[src/rtl/rf_wb_arbiter_if.sv]
// Bundle of the writer handshakes, scoreboard issue/query and register-file write port.
// With RF_WB_BYPASS_EN defined the in-flight forwarding signals are added.
interface rf_wb_arbiter_if #(
  parameter int DW = 32,
  parameter int AW = 5
);
  logic          a_valid;
  logic          a_ready;
  logic [AW-1:0] a_wa;
  logic [DW-1:0] a_wd;
  logic          b_valid;
  logic          b_ready;
  logic [AW-1:0] b_wa;
  logic [DW-1:0] b_wd;
  logic          iss_valid;
  logic [AW-1:0] iss_rd;
  logic [AW-1:0] chk_ra1;
  logic [AW-1:0] chk_ra2;
  logic          chk_busy;
  logic          rf_we;
  logic [AW-1:0] rf_wa;
  logic [DW-1:0] rf_wd;
`ifdef RF_WB_BYPASS_EN
  logic          chk_fwd1;
  logic          chk_fwd2;
  logic [DW-1:0] fwd_wd;

  modport master (
    output a_valid, a_wa, a_wd, b_valid, b_wa, b_wd, iss_valid, iss_rd, chk_ra1, chk_ra2,
    input  a_ready, b_ready, chk_busy, rf_we, rf_wa, rf_wd, chk_fwd1, chk_fwd2, fwd_wd
  );
  modport slave (
    input  a_valid, a_wa, a_wd, b_valid, b_wa, b_wd, iss_valid, iss_rd, chk_ra1, chk_ra2,
    output a_ready, b_ready, chk_busy, rf_we, rf_wa, rf_wd, chk_fwd1, chk_fwd2, fwd_wd
  );
`else
  modport master (
    output a_valid, a_wa, a_wd, b_valid, b_wa, b_wd, iss_valid, iss_rd, chk_ra1, chk_ra2,
    input  a_ready, b_ready, chk_busy, rf_we, rf_wa, rf_wd
  );
  modport slave (
    input  a_valid, a_wa, a_wd, b_valid, b_wa, b_wd, iss_valid, iss_rd, chk_ra1, chk_ra2,
    output a_ready, b_ready, chk_busy, rf_we, rf_wa, rf_wd
  );
`endif
endinterface

[src/rtl/rf_wb_arbiter.sv]
// Two-writer arbiter for the single register-file write port, with a B starvation guard
// and a pending-destination scoreboard. Optional forwarding outputs under RF_WB_BYPASS_EN.
module rf_wb_arbiter #(
  parameter int DW       = 32,
  parameter int AW       = 5,
  parameter int MAX_WAIT = 4
) (
  input  logic              clk,
  input  logic              rstn,
  rf_wb_arbiter_if.slave    bus
);
  localparam int         NREG     = 1 << AW;
  localparam logic [3:0] WAIT_LIM = 4'(MAX_WAIT);

  typedef enum logic {NORM = 1'b0, FORCE_B = 1'b1} state_t;

  state_t          state_r;
  logic [3:0]      wait_cnt_r;
  logic [3:0]      wait_cnt_s;
  logic [NREG-1:0] pending_r;
  logic [NREG-1:0] pending_s;
  logic            a_rdy_s;
  logic            b_rdy_s;
  logic            a_xfer_s;
  logic            b_xfer_s;
  logic            wr_en_s;
  logic [AW-1:0]   wr_wa_s;
  logic [DW-1:0]   wr_wd_s;

  // Grant decode: ready depends only on the valids and the arbitration state
  always_comb begin
    a_rdy_s = 1'b0;
    b_rdy_s = 1'b0;
    if (!rstn) begin
      a_rdy_s = 1'b0;
      b_rdy_s = 1'b0;
    end else begin
      case (state_r)
        NORM: begin
          a_rdy_s = bus.a_valid;
          b_rdy_s = bus.b_valid & ~bus.a_valid;
        end
        FORCE_B: begin
          a_rdy_s = 1'b0;
          b_rdy_s = 1'b1;
        end
        default: begin
          a_rdy_s = 1'b0;
          b_rdy_s = 1'b0;
        end
      endcase
    end
  end

  assign bus.a_ready = a_rdy_s;
  assign bus.b_ready = b_rdy_s;
  assign a_xfer_s    = bus.a_valid & a_rdy_s;
  assign b_xfer_s    = bus.b_valid & b_rdy_s;

  // Next wait count, write-port mux and scoreboard update
  always_comb begin
    wait_cnt_s = 4'd0;
    wr_en_s    = 1'b0;
    wr_wa_s    = bus.a_wa;
    wr_wd_s    = bus.a_wd;
    pending_s  = pending_r;
    if (bus.b_valid && !b_rdy_s) begin
      wait_cnt_s = (wait_cnt_r == 4'd15) ? 4'd15 : wait_cnt_r + 4'd1;
    end else begin
      wait_cnt_s = 4'd0;
    end
    if (a_xfer_s) begin
      wr_en_s = (bus.a_wa != {AW{1'b0}});
      wr_wa_s = bus.a_wa;
      wr_wd_s = bus.a_wd;
    end else if (b_xfer_s) begin
      wr_en_s = (bus.b_wa != {AW{1'b0}});
      wr_wa_s = bus.b_wa;
      wr_wd_s = bus.b_wd;
    end else begin
      wr_en_s = 1'b0;
    end
    // Clear first so a same-edge issue to the same register keeps it pending
    if (b_xfer_s) begin
      pending_s[bus.b_wa] = 1'b0;
    end else begin
      pending_s = pending_s;
    end
    if (bus.iss_valid && (bus.iss_rd != {AW{1'b0}})) begin
      pending_s[bus.iss_rd] = 1'b1;
    end else begin
      pending_s = pending_s;
    end
    pending_s[0] = 1'b0;
  end

  // Arbitration FSM, starvation counter and registered write port
  always_ff @(posedge clk or negedge rstn) begin
    if (!rstn) begin
      state_r    <= NORM;
      wait_cnt_r <= 4'd0;
      bus.rf_we  <= 1'b0;
      bus.rf_wa  <= {AW{1'b0}};
      bus.rf_wd  <= {DW{1'b0}};
    end else begin
      wait_cnt_r <= wait_cnt_s;
      case (state_r)
        NORM:    state_r <= (wait_cnt_s >= WAIT_LIM) ? FORCE_B : NORM;
        FORCE_B: state_r <= NORM;
        default: state_r <= NORM;
      endcase
      bus.rf_we <= wr_en_s;
      if (wr_en_s) begin
        bus.rf_wa <= wr_wa_s;
        bus.rf_wd <= wr_wd_s;
      end
    end
  end

  // Pending-destination scoreboard
  always_ff @(posedge clk or negedge rstn) begin
    if (!rstn) begin
      pending_r <= {NREG{1'b0}};
    end else begin
      pending_r <= pending_s;
    end
  end

  assign bus.chk_busy = pending_r[bus.chk_ra1] | pending_r[bus.chk_ra2];

`ifdef RF_WB_BYPASS_EN
  assign bus.chk_fwd1 = bus.rf_we && (bus.rf_wa == bus.chk_ra1) && (bus.chk_ra1 != {AW{1'b0}});
  assign bus.chk_fwd2 = bus.rf_we && (bus.rf_wa == bus.chk_ra2) && (bus.chk_ra2 != {AW{1'b0}});
  assign bus.fwd_wd   = bus.rf_wd;
`endif
endmodule
[src/flat_wrapper.sv]
// flat-port wrapper written by rule: the top's interface ports become plain ports
module rf_wb_arbiter_flat 
#(
  parameter int DW       = 32,
  parameter int AW       = 5,
  parameter int MAX_WAIT = 4
)
  (clk, rstn, bus_a_valid, bus_a_wa, bus_a_wd, bus_b_valid, bus_b_wa, bus_b_wd, bus_iss_valid, bus_iss_rd, bus_chk_ra1, bus_chk_ra2, bus_a_ready, bus_b_ready, bus_chk_busy, bus_rf_we, bus_rf_wa, bus_rf_wd);
  rf_wb_arbiter_if #(.DW(DW), .AW(AW)) bus_i ();
  input  logic clk;
  input  logic rstn;
  input wire logic [$bits(bus_i.a_valid)-1:0] bus_a_valid;
  input wire logic [$bits(bus_i.a_wa)-1:0] bus_a_wa;
  input wire logic [$bits(bus_i.a_wd)-1:0] bus_a_wd;
  input wire logic [$bits(bus_i.b_valid)-1:0] bus_b_valid;
  input wire logic [$bits(bus_i.b_wa)-1:0] bus_b_wa;
  input wire logic [$bits(bus_i.b_wd)-1:0] bus_b_wd;
  input wire logic [$bits(bus_i.iss_valid)-1:0] bus_iss_valid;
  input wire logic [$bits(bus_i.iss_rd)-1:0] bus_iss_rd;
  input wire logic [$bits(bus_i.chk_ra1)-1:0] bus_chk_ra1;
  input wire logic [$bits(bus_i.chk_ra2)-1:0] bus_chk_ra2;
  output wire logic [$bits(bus_i.a_ready)-1:0] bus_a_ready;
  output wire logic [$bits(bus_i.b_ready)-1:0] bus_b_ready;
  output wire logic [$bits(bus_i.chk_busy)-1:0] bus_chk_busy;
  output wire logic [$bits(bus_i.rf_we)-1:0] bus_rf_we;
  output wire logic [$bits(bus_i.rf_wa)-1:0] bus_rf_wa;
  output wire logic [$bits(bus_i.rf_wd)-1:0] bus_rf_wd;
  assign bus_i.a_valid = bus_a_valid;
  assign bus_i.a_wa = bus_a_wa;
  assign bus_i.a_wd = bus_a_wd;
  assign bus_i.b_valid = bus_b_valid;
  assign bus_i.b_wa = bus_b_wa;
  assign bus_i.b_wd = bus_b_wd;
  assign bus_i.iss_valid = bus_iss_valid;
  assign bus_i.iss_rd = bus_iss_rd;
  assign bus_i.chk_ra1 = bus_chk_ra1;
  assign bus_i.chk_ra2 = bus_chk_ra2;
  assign bus_a_ready = bus_i.a_ready;
  assign bus_b_ready = bus_i.b_ready;
  assign bus_chk_busy = bus_i.chk_busy;
  assign bus_rf_we = bus_i.rf_we;
  assign bus_rf_wa = bus_i.rf_wa;
  assign bus_rf_wd = bus_i.rf_wd;
  rf_wb_arbiter #(.DW(DW), .AW(AW), .MAX_WAIT(MAX_WAIT)) u_core (.clk(clk), .rstn(rstn), .bus(bus_i));
endmodule
[config.mk]
export PLATFORM = sky130hd
export DESIGN_NAME = rf_wb_arbiter_flat
export DESIGN_NICKNAME = d
export VERILOG_FILES = /design/src/rtl/rf_wb_arbiter_if.sv /design/src/rtl/rf_wb_arbiter.sv /design/src/flat_wrapper.sv
export SDC_FILE = /design/constraint.sdc
export NUM_CORES = 1
export LEC_CHECK = 0
export CAP_MARGIN = 15
export CORE_MARGIN = 8
export CORE_UTILIZATION = 40
export CTS_CLUSTER_SIZE = 12
export DETAILED_ROUTE_END_ITERATION = 6
export GPL_ROUTABILITY_DRIVEN = 0
export PLACE_DENSITY = 0.72
export SYNTH_ARGS = -nofsm -noshare
export SYNTH_HDL_FRONTEND = slang
export SYNTH_SLANG_ARGS = --single-unit
export TNS_END_PERCENT = 5
[constraint.sdc]
create_clock -name clk -period 3.45 [get_ports clk]
set_input_delay 0.5175 -clock clk [delete_from_list [all_inputs] [get_ports clk]]
set_output_delay 0.5175 -clock clk [all_outputs]
set_load 0.05 [all_outputs]
# [Word level (Yosys, flattened, before mapping)]
# Index checks and enable logic that the tools add are counted.
# W data, S select, Z words.
[op_classes] addsub=1 order_cmp=7 eq_ne=1 mux=24 bitwise=9 n_reduce_logical=8
[op_table] operator="$mux W32" count=4
[op_table] operator="$and A32 B32 Y32" count=1
[op_table] operator="$not A32 Y32" count=1
[op_table] operator="$or A32 B32 Y32" count=1
[op_table] operator="$lt A5 B6 Y1 const B" count=4
[op_table] operator="$reduce_bool A5 Y1" count=3
[op_table] operator="$bmux W1 S5" count=2
[op_table] operator="$demux W1 S5" count=2
[op_table] operator="$ge A5 B1 Y1 const B" count=2
[op_table] operator="$mux W5" count=2
[op_table] operator="$mux W1" count=9
[op_table] operator="$mux W4" count=2
[op_table] operator="$pmux W1 S2" count=3
[op_table] operator="$add A4 B1 Y4 const B" count=1
[op_table] operator="$eq A4 B4 Y1 const B" count=1
[op_table] operator="$ge A4 B3 Y1 const B" count=1
[op_table] operator="$logic_and A1 B1 Y1" count=4
[op_table] operator="$and A1 B1 Y1" count=3
[op_table] operator="$not A1 Y1" count=2
[op_table] operator="$logic_not A1 Y1" count=1
[op_table] operator="$or A1 B1 Y1" count=1
[word_totals] register_bits=74 inputBits=94 out_inout_bits=41 word_cells=56

# [Logic depth before layout (Yosys ltp)]
[logic_depth] word_depth=10 depth_mapped=8

# [Worst setup path before layout]
# No wires, ideal clock.
[synth_path] kind="input to output" from="in bus_chk_ra1[0]" to="out bus_chk_busy" arrival_ns=2.077 required_ns=2.932 path_slack_ns=0.855 path_stages=6 path_buffers=1 path_cell_list="buf_2 -> mux4_2 -> nand2_1 -> o211ai_1 -> a21oi_1 -> o211ai_1"
[synth_between] elab_chain_cells=3
[synth_rtl] element="start, declared" line="flat_wrapper.sv:20" text="input wire logic [$bits(bus_i.chk_ra1)-1:0] bus_chk_ra1;"
[synth_rtl] element="$bmux W1 S5" line="rf_wb_arbiter.sv:129" text="assign bus.chk_busy = pending_r[bus.chk_ra1] | pending_r[bus.chk_ra2];"
[synth_rtl] element="$mux W1 (not written as such)" line="rf_wb_arbiter.sv:129"
[synth_rtl] element="$or A1 B1 Y1" line="rf_wb_arbiter.sv:129"
[synth_rtl] element="end, declared" line="flat_wrapper.sv:24" text="output wire logic [$bits(bus_i.chk_busy)-1:0] bus_chk_busy;"
# No other way between the ends. The select of a mux whose other input is x is not followed.

# [Worst setup path after layout]
# Ends and elaborated chain as after synthesis.

==> flow_summary_export.csv <==
group,metric,value,unit
status,status,"finished, final reports clean",
sta,finalSetupViolCount,0,
cts,postCtsResizedCells,0,
critical_path,start_kind,"input pin",
drt,avgViaCountPerCell,5.41,
placed_design,io_buffer_count,134,
synthesis,syn-cell-area,3920,um^2
grt,grt_max_degree,74,
grt,grt_pass1_wl,19600,um
synthesis,synth_warnings,0,
grt,grt_antenna_before_repair,0,
synthesis,synth_top_family_by_area,"simple AND/OR/NAND/NOR gates",
grt,grt_usage,0.188,
synthesis,synth_compound_area_frac,0.189,
grt,grt_pass1_vias,3840,
pwr,p_total,3.06,mW
synthesis,synth_cell_types,39,
sta,hold_viol,0,
cts,clk_path_buf_depth,2,
cts,worstSkewPairLatency,0.34,ns
sta,fmax,321,MHz
sta,tns,0,ns
critical_path,critPathArrivalTime,2.60,ns
sta,rsz0062_at_grt,"false",
critical_path,r2r_cells,5,
drt,drc_errors,0,
drt,routed-wl-met2,5430,um
critical_path,crit_required,2.93,ns
sta,finalMaxSlewViolations,0,
drt,ant_nets,0,
pwr,powerDensity,547,nW/um^2
drt,met1_length,4940,um
cts,cts-hold-fix-buffers,1,
cts,cts_tree,"done",
pwr,vdd_drop_max,0.000259,V
critical_path,end_kind,"primary output",
critical_path,critPathMaxFanout,8,
synthesis,muxShareOfSynthArea,0.0960,
sta,tightest_slew,0.908,ns
floorplanning,core_area,9640,um^2
final_layout,areaGrowthSynthToFinish,42.6,%
sta,max_slew_margin,0.395,
synthesis,syn_nets,509,
placed_design,place_hpwl,9290,um
drt,dr_wl_met3,1430,um
synthesis,synthXorXnorAreaFrac,0,
critical_path,r2r_setup_slack,1.40,ns
drt,drtIter0Drc,194,
floorplanning,chipWidth,115,um
synthesis,synth-adder-area-share,0.00319,
floorplanning,rows,36,
critical_path,r2r_start,"u_core.state_r",
final_layout,fill_cells,840,
grt,grt.overflow.total,0,
synthesis,avgSynthCellArea,9.47,um^2
hold_path,hold_class,"input pin to async pin",
floorplanning,die_y,115,um
drt,drt_first_pass_iters,5,
cts,clk_pin_slew,0.08,ns
drt,top_layer_used,"met4",
floorplanning,io_pins,135,
job,max_cap_violations,0,
pwr,p_leak,2.16,nW
cts,cts-root-buf,"clkbuf_8",
critical_path,r2r-end,"u_core.bus.rf_wd[31]",
final_layout,layout.nets,637,
synthesis,synth-seq-cells,74,
cts,cts_htree_levels,3,
cts,cts_setup_buffers,0,
drt,num_vias,3681,
sta,period_share,0.902,
sta,clock_skew,0.00554,ns
drt,wl_per_cell,17.7,um
synthesis,synth_seq_area_share,0.472,
floorplanning,start_util,0.407,
cts,cts_sinks,74,
synthesis,yosys.area_share.simple,0.198,
cts,cts_buffers,9,
drt,routed_wl,12100,um
final_layout,antenna_cells,0,
final_layout,drive_gt1_frac,0.119,
critical_path,critical_path_class,"input pin to primary output",
floorplanning,die-area,13200,um^2
sta,period_minus_slack,3.11,ns
synthesis,syn_inst,414,
state kept, by name, indices dropped and copies added, names as in the netlist:
name	count
u_core.wait_cnt_r	4
u_core.bus.rf_wa	5
u_core.pending_r	31
u_core.state_r	1
u_core.bus.rf_wd	32
u_core.bus.rf_we	1
metal layers:
layer	GRT usage	up-vias
met4	0.0727	0
li1	-	1729
met1	0.220	1759
met2	0.297	174
met3	0.0856	19
met5	0	-
cell usage after synthesis (all sizes together):
| cell | instances | share of area |
|---|---|---|
| or4 | 1 | 0.0019 |
| nor2b | 3 | 0.0048 |
| o211ai | 6 | 0.013 |
| or3b | 2 | 0.0045 |
| nor3 | 4 | 0.0064 |
| mux4 | 13 | 0.075 |
| and3b | 2 | 0.0045 |
| nand3b | 4 | 0.0077 |
| nand4 | 2 | 0.0032 |
| mux2i | 5 | 0.013 |
| o31ai | 1 | 0.0019 |
| nand3 | 8 | 0.010 |
| dfrtp | 74 | 0.47 |
| o21ai | 63 | 0.080 |
| a21oi | 8 | 0.010 |
| nand2b | 6 | 0.0096 |
| o31a | 1 | 0.0022 |
| or2 | 3 | 0.0048 |
| mux2 | 3 | 0.0086 |
| and2b | 1 | 0.0019 |
| or3 | 2 | 0.0045 |
| nor2 | 45 | 0.049 |
| o211a | 1 | 0.0026 |
| clkbuf | 8 | 0.0077 |
| inv | 3 | 0.0029 |
| o21a | 1 | 0.0019 |
| nand2 | 85 | 0.081 |
| buf | 17 | 0.032 |
| a31oi | 39 | 0.077 |
| nor3b | 2 | 0.0038 |
| ha | 1 | 0.0032 |
logic make-up (layout without fill, tap and decap cells):
| group | count (synthesis) | in the layout |
|---|---|---|
| flops | 74 | 74 |
| simple gates | 170 | 170 |
| compound gates | 120 | 120 |
| fa+ha+maj | 1 | 1 |
| buf+inv | 28 | 161 |
| mux | 21 | 21 |
how the worst max path moves through the flow:
stage                   start  slack [ns]  cells after the start           end
6_report       bus_chk_ra1[0]        0.34                      6  bus_chk_busy
4_1_cts        bus_chk_ra1[0]        0.32                      6  bus_chk_busy
3_5_place_dp   bus_chk_ra1[0]        0.33                      6  bus_chk_busy
5_1_grt        bus_chk_ra1[0]        0.20                      6  bus_chk_busy
2_1_floorplan  bus_chk_ra1[0]        0.86                      6  bus_chk_busy
3_3_place_gp   bus_chk_ra1[0]        0.37                      6  bus_chk_busy
per-stage QoR:
stage                     cells  worst slack, ns  instance area (um^2)  hold WS (ns)   util
after floorplan             414            0.855                  3920         0.222      -
after global placement      663            0.373                  5340         0.325  0.554
after detailed placement    663            0.331                  5340         0.329  0.554
after CTS                   680            0.319                  5590         0.514  0.580
after global routing        680            0.202                  5590         0.522  0.580
final                       680            0.337                  5590         0.533  0.580
where the power goes:
part	switching [mW]	leakage (nW)	internal [mW]	total (mW)
clock	0.327	0.111	0.479	0.806
combinational	0.624	1.20	0.447	1.07
sequential	0.142	0.848	1.04	1.19
cells in the final DEF (no fill, tap or decap), types with 9 or more instances in the layout:
master | netlist | final
dfrtp_1 | 74 | 74
clkbuf_8 | 0 | 9
nand2_1 | 85 | 85
a31oi_2 | 9 | 9
clkdlybuf4s50_1 | 0 | 132
a31oi_1 | 30 | 30
o21ai_0 | 61 | 61
nor2_1 | 36 | 36
mux4_2 | 13 | 13
nor2_2 | 9 | 9
buf_4 | 1 | 9
layout make-up:
cell class | instances | area [um^2] | share of cell area
multi-input cells | 312 | 1920 | 0.344
flip-flops and latches | 74 | 1850 | 0.331
repair buffers | 142 | 1400 | 0.250
well taps | 133 | 166 | 0.0297
clock buffers | 9 | 124 | 0.0221
clock inverters | 7 | 118 | 0.0210
inverters | 3 | 11.3 | 0.00201
critical path, cell delays in order:
cell             delay (ns)
clkdlybuf4s50_1        0.76
mux4_2                 0.57
mux2_2                 0.28
a21oi_1                0.15
o211ai_1               0.11
buf_4                  0.20
Power figures use the tool's default switching activity.
